===== config.mk =====
export PLATFORM = sky130hd
export DESIGN_NAME = wb_trace_monitor
export DESIGN_NICKNAME = d
export VERILOG_FILES = /design/src/rtl/wb_trace_monitor.sv
export SDC_FILE = /design/constraint.sdc
export NUM_CORES = 1
export LEC_CHECK = 0
export CORE_UTILIZATION = 55
export DETAILED_ROUTE_END_ITERATION = 7
export PLACE_DENSITY = 0.75
export SLEW_MARGIN = 20
export SYNTH_ARGS = -nofsm -noshare
export SYNTH_HDL_FRONTEND = slang
export SYNTH_SLANG_ARGS = --single-unit

===== constraint.sdc =====
create_clock -name clk -period 12.28 [get_ports clk]
set_input_delay 2.456 -clock clk [delete_from_list [all_inputs] [get_ports clk]]
set_output_delay 2.456 -clock clk [all_outputs]
set_load 0.1 [all_outputs]

===== src/rtl/wb_trace_monitor.sv =====
// Write-back retirement monitor: counts retirements/redirects and buffers {pc, instr, redirect} in a FWFT FIFO.
// Latency: one edge to counters/FIFO; head outputs combinational. Full FIFO drops (OVERWRITE=0) or evicts oldest (OVERWRITE=1).
// Optional JAL/JALR link-value check enabled by defining TRACE_LINK_CHECK_EN.
module wb_trace_monitor #(
    parameter int XLEN      = 32,
    parameter int DEPTH     = 8,
    parameter int CNTW      = 32,
    parameter int OVERWRITE = 0
) (
    input  logic                     clk,
    input  logic                     rst,
    input  logic                     wb_valid,
    input  logic [XLEN-1:0]          wb_pc,
    input  logic [31:0]              wb_instr,
    input  logic                     wb_regwrite,
    input  logic [4:0]               wb_rd,
    input  logic [XLEN-1:0]          wb_wdata,
    input  logic                     freeze,
    input  logic                     clear,
    input  logic                     rd_en,
    output logic                     rd_valid,
    output logic [XLEN-1:0]          rd_pc,
    output logic [31:0]              rd_instr,
    output logic                     rd_redirect,
    output logic [$clog2(DEPTH):0]   count,
    output logic                     overflow,
    output logic [CNTW-1:0]          retired,
    output logic [CNTW-1:0]          redirects,
    output logic                     frozen,
    output logic                     link_err,
    output logic [XLEN-1:0]          link_err_pc
);

    localparam int AW = $clog2(DEPTH);
    localparam int CW = AW + 1;

    typedef enum logic [1:0] {IDLE, TRACK, FROZEN} state_t;

    state_t              state_q, state_d;
    logic [XLEN-1:0]     last_pc_q;
    logic [CNTW-1:0]     retired_q, redirects_q;
    logic                overflow_q;
    logic [AW:0]         wr_ptr_q, rd_ptr_q;
    logic [XLEN-1:0]     mem_pc    [DEPTH];
    logic [31:0]         mem_instr [DEPTH];
    logic                mem_redir [DEPTH];

    logic                capture, redirect, link_bad;
    logic [CW-1:0]       occ;
    logic                empty, full, pop, do_write, evict;

    assign capture  = wb_valid && (state_q != FROZEN);
    assign redirect = (state_q == TRACK) && (wb_pc != last_pc_q + XLEN'(4));

`ifdef TRACE_LINK_CHECK_EN
    logic                link_err_q;
    logic [XLEN-1:0]     link_err_pc_q;
    logic                is_link;

    assign is_link  = ((wb_instr[6:0] == 7'b1101111) || (wb_instr[6:0] == 7'b1100111))
                      && wb_regwrite && (wb_rd != 5'd0);
    assign link_bad = capture && is_link && (wb_wdata != wb_pc + XLEN'(4));

    always_ff @(posedge clk) begin
        if (!rst || clear) begin
            link_err_q    <= 1'b0;
            link_err_pc_q <= '0;
        end else if (link_bad && !link_err_q) begin
            link_err_q    <= 1'b1;
            link_err_pc_q <= wb_pc;
        end
    end

    assign link_err    = link_err_q;
    assign link_err_pc = link_err_pc_q;
`else
    logic unused_link;
    assign unused_link = ^{wb_regwrite, wb_rd, wb_wdata};
    assign link_bad    = 1'b0;
    assign link_err    = 1'b0;
    assign link_err_pc = '0;
`endif

    always_comb begin
        state_d = state_q;
        case (state_q)
            IDLE:    if (capture) state_d = TRACK;
            TRACK:   state_d = TRACK;
            default: state_d = FROZEN;
        endcase
        if ((freeze || link_bad) && state_q != FROZEN) state_d = FROZEN;
        if (clear) state_d = IDLE;
    end

    assign occ   = wr_ptr_q - rd_ptr_q;
    assign empty = (occ == '0);
    assign full  = (occ == CW'(DEPTH));
    assign pop   = rd_en && !empty && !clear;
    // A pop in the same cycle always frees a slot for the incoming entry.
    assign do_write = capture && !clear && (!full || pop || (OVERWRITE != 0));
    assign evict    = capture && !clear && full && !pop && (OVERWRITE != 0);

    always_ff @(posedge clk) begin
        if (!rst || clear) begin
            state_q     <= IDLE;
            last_pc_q   <= '0;
            retired_q   <= '0;
            redirects_q <= '0;
            overflow_q  <= 1'b0;
            wr_ptr_q    <= '0;
            rd_ptr_q    <= '0;
        end else begin
            state_q <= state_d;
            if (capture) begin
                last_pc_q <= wb_pc;
                retired_q <= retired_q + CNTW'(1);
                if (redirect) redirects_q <= redirects_q + CNTW'(1);
                if (full && !pop) overflow_q <= 1'b1;
            end
            if (do_write)     wr_ptr_q <= wr_ptr_q + 1'b1;
            if (pop || evict) rd_ptr_q <= rd_ptr_q + 1'b1;
        end
    end

    always_ff @(posedge clk) begin
        if (do_write && rst) begin
            mem_pc[wr_ptr_q[AW-1:0]]    <= wb_pc;
            mem_instr[wr_ptr_q[AW-1:0]] <= wb_instr;
            mem_redir[wr_ptr_q[AW-1:0]] <= redirect;
        end
    end

    assign rd_valid    = !empty;
    assign rd_pc       = empty ? '0    : mem_pc[rd_ptr_q[AW-1:0]];
    assign rd_instr    = empty ? 32'd0 : mem_instr[rd_ptr_q[AW-1:0]];
    assign rd_redirect = empty ? 1'b0  : mem_redir[rd_ptr_q[AW-1:0]];
    assign count       = occ;
    assign overflow    = overflow_q;
    assign retired     = retired_q;
    assign redirects   = redirects_q;
    assign frozen      = (state_q == FROZEN);

endmodule


==> results.json <==
{
  "clkTransAtPathRegs_ns": 0.06,
  "wl_per_cell_um": 22.44,
  "period_needed_ns": 7.016,
  "antenna_found_initial": 3,
  "die_w_um": 219.3,
  "viasPerCell": 5.875,
  "postCtsHoldBufs": 0,
  "hold_viol": 0,
  "synthMuxAreaShare_pct": 14.47,
  "r2r_start": "wr_ptr_q[1]",
  "slew_headroom_pct": 28.19,
  "fin_ws_ns": 5.264,
  "grt_max_degree": 74,
  "clock_latency_ns": 0.62,
  "worst_pin_slew_ns": 1.074,
  "vias": 14630,
  "p_int_mw": 3.575,
  "cpMaxStageDelayCell": "clkdlybuf4s50_1",
  "p_leak_nw": 9.381,
  "die_y_um": 219.3,
  "pwr-share-comb_pct": 12.1,
  "worstPathMaxFanout": 73,
  "num_io_pins": 277,
  "drive_gt1_share_pct": 14.23,
  "finalSetupViolations": 0,
  "crit_family": "buffers and inverters",
  "synth_enable_flop_cells": 520,
  "worst_path_largest_cell_delay_ns": 1.01,
  "start_util_pct": 55.78,
  "synthAdderAreaFrac_pct": 0.4625,
  "die_area_sq_um": 48090,
  "rsz0062_at_grt": "false",
  "cts-resized-gates": 0,
  "port_buffers": 205,
  "htreeDepth": 2,
  "yosys.area_share.simple_pct": 8.686,
  "avgSynthCellArea_sq_um": 15.98,
  "synthTopCellsByArea": "edfxtp_1, mux4_2, dfxtp_1",
  "drtPass1Iterations": 8,
  "post-route-period-util_pct": 57.13,
  "yosysSeqAreaShare_pct": 68.60,
  "cellPowerDensity_nw_per_um2": 156.5,
  "cts_sinks": 630,
  "cts_buffer_depth": 3,
  "first_iter_violations": 1210,
  "rrSetupSlack_ns": 7.81,
  "pwr-share-clk_pct": 39.1,
  "cp.required_ns": 9.82,
  "syn_inst": 1625,
  "path_buf_inv": 2,
  "path_cells": "buf_4, mux4_2, mux2i_1, nor2_1, clkdlybuf4s50_1",
  "min_from": "last_pc_q[31]",
  "overflow": 0,
  "grt_pass1_vias": 14740,
  "wirelength_um": 55880,
  "slew_violations": 0,
  "core_sq_um": 46560,
  "final_nets": 1951,
  "synth_compound_area_share_pct": 2.655,
  "r2r_cells": 9,
  "power.total_mw": 4.789,
  "ys_ff_latch": 630,
  "start_kind": "flop",
  "end_kind": "output port",
  "ys_types": 57,
  "critical_path_class": "reg2out",
  "reg2reg_to": "mem_pc[2][20]",
  "cts_tree": "built",
  "net-switching-power_mw": 1.214,
  "grt.total_usage_pct": 23.45,
  "synth_top_family_by_area": "multiplexers",
  "regArea_sq_um": 17830,
  "cap_viol_max_count": 0,
  "cts-root-buf": "clkbuf_16",
  "async_flop_share_pct": 0,
  "yosys.area.top_type": "edfxtp_1",
  "fillers": 3190,
  "grt_pass1_wl_um": 84580,
  "arrival_ns": 4.56,
  "syn_area_sq_um": 25970,
  "synth_xor_area_share_pct": 2.529,
  "multiInputGateArea_sq_um": 7671,
  "diodes": 0,
  "status": "completed",
  "clock.fmax_mhz": 142.5,
  "ys.flop_type": "edfxtp_1",
  "holdPathEnd": "last_pc_q[31]",
  "yosysWarnings": 0,
  "yosysTopAreaCellShare_pct": 60.12,
  "area_growth_pct": 17.79,
  "hold_path_depth": 2,
  "peakVddDrop_uv": 120.3,
  "cts_setup_buffers": 0,
  "final_util_pct": 65.71,
  "p_sw_share_pct": 25.36,
  "antenna_left": 0,
  "gp_congestion": 0.8601,
  "post-place-ws_ns": 5.775,
  "holdCritPathClass": "reg2reg",
  "cts_buffers": 59,
  "hpwl_um": 30960,
  "rows": 79,
  "drc": 0,
  "skew_ns": 0.02657,
  "tns_ns": 0,
  "seqPwrFrac_pct": 48.8
}
placed cells by master, fill, tap and decap left out, types with 7 or more instances in the layout:
master / Yosys / layout
clkinv_2: 0 / 12
clkdlybuf4s50_1: 0 / 205
nand2_1: 127 / 127
clkbuf_1: 48 / 14
dfxtp_1: 110 / 107
o31ai_1: 19 / 19
nor4_1: 20 / 20
ha_1: 8 / 8
or3_1: 7 / 7
nand2b_1: 23 / 22
nand3_1: 41 / 41
bufinv_16: 0 / 10
conb_1: 1 / 33
mux4_2: 130 / 130
inv_1: 20 / 20
xor2_1: 33 / 33
nor2_1: 126 / 119
buf_4: 33 / 23
clkbuf_16: 0 / 59
or4_1: 19 / 19
edfxtp_1: 520 / 520
clkinv_1: 0 / 9
and4_1: 12 / 12
o21ai_0: 9 / 9
nand4_1: 27 / 27
a21oi_1: 54 / 54
mux2i_1: 83 / 83
xnor2_1: 42 / 42
nor3_1: 10 / 8
and3_1: 15 / 15
routing by layer:
layer  GRT usage (%)  vias up  part of all wire, %
li1                -     6640                    -
met1           31.12     7459                   41
met2           39.17      445                   50
met3           5.322       79                  6.8
met4           6.042        6                  1.9
met5               0        -                0.072
tightest hold or removal path, stage by stage, from the launching register on:
cell	delay (ns)
dfxtp_1	0.32
nand2_1	0.05
a21oi_1	0.06
power groups by stage:
stage | registers, mW | logic (mW) | clock network, mW
6_report | 2.34 | 0.578 | 1.87
5_1_grt | 2.34 | 0.603 | 1.98
4_1_cts | 2.34 | 0.580 | 1.90
3_5_place_dp | 2.38 | 0.579 | 0
3_3_place_gp | 2.38 | 0.573 | 0
2_1_floorplan | 2.38 | 0.432 | 0
logic make-up after synthesis:
kind of cell	after synthesis
XOR/XNOR	75
adder cells (fa/ha/maj)	9
other	1
AO/OA/AOI/OAI	110
flip-flops	630
AND/OR/NAND/NOR	454
buffers and inverters	133
multiplexers	213
stage by stage:
stage / cells / hold WS, ns / area (sq um)
detailed placement: 2379 / 0.4671 / 28560
floorplan: 1657 / 0.4481 / 26090
global placement: 2379 / 0.4554 / 28560
CTS: 2489 / 0.4765 / 30560
global route: 2490 / 0.5086 / 30590
finish: 2490 / 0.4769 / 30590
final cells by class:
class	count	area share, %
well taps	607	2.483
clock buffers	76	5.133
repair buffers	229	7.362
clock inverters	34	1.419
inverters	20	0.2454
multi-input cells	894	25.08
flip-flops and latches	630	58.28
worst max-delay path by stage:
stage | from | end | slack [ns] | cells past startpoint
floorplan | wr_ptr_q[0] | mem_instr[1][0] | 3.91 | 9
global placement | flop | rd_redirect | 5.80 | 5
detailed placement | wb_valid | mem_instr[2][25] | 5.77 | 7
CTS | flop | rd_redirect | 5.13 | 5
global route | flop | rd_redirect | 4.99 | 5
finish | flop | rd_redirect | 5.26 | 5
sequential cells by signal (all words and copies together) (netlist names), 2 cells and up, named ones only:
| name | cells |
|---|---|
| last_pc_q | 32 |
| state_q | 2 |
| mem_redir | 8 |
| mem_instr | 256 |
| wr_ptr_q | 4 |
| retired | 32 |
| rd_ptr_q | 4 |
| mem_pc | 256 |
| redirects | 32 |
Yosys cell counts (2+ instances only):
cell,instances
nand2_1,127
nand4_1,27
and4_1,12
a31oi_1,6
nand3_1,41
o21a_1,3
dfxtp_1,110
nor2_1,126
a21o_1,2
nor3_2,4
buf_4,33
inv_1,20
xor2_1,33
nor4_1,20
or3_1,7
edfxtp_1,520
clkbuf_1,48
o31ai_1,19
ha_1,8
buf_2,4
nor4b_1,2
a32oi_1,2
a2111oi_0,2
o211ai_1,2
nand2b_1,23
a41oi_1,2
mux4_2,130
and3_1,15
o311ai_0,2
o21ai_0,9
nor2b_1,6
buf_6,4
a21oi_1,54
or3b_2,2
mux2i_1,83
or4_1,19
buf_1,23
and2_1,6
xnor2_1,42
nor3_1,10
No activity file was read; power rests on OpenSTA's default activity.
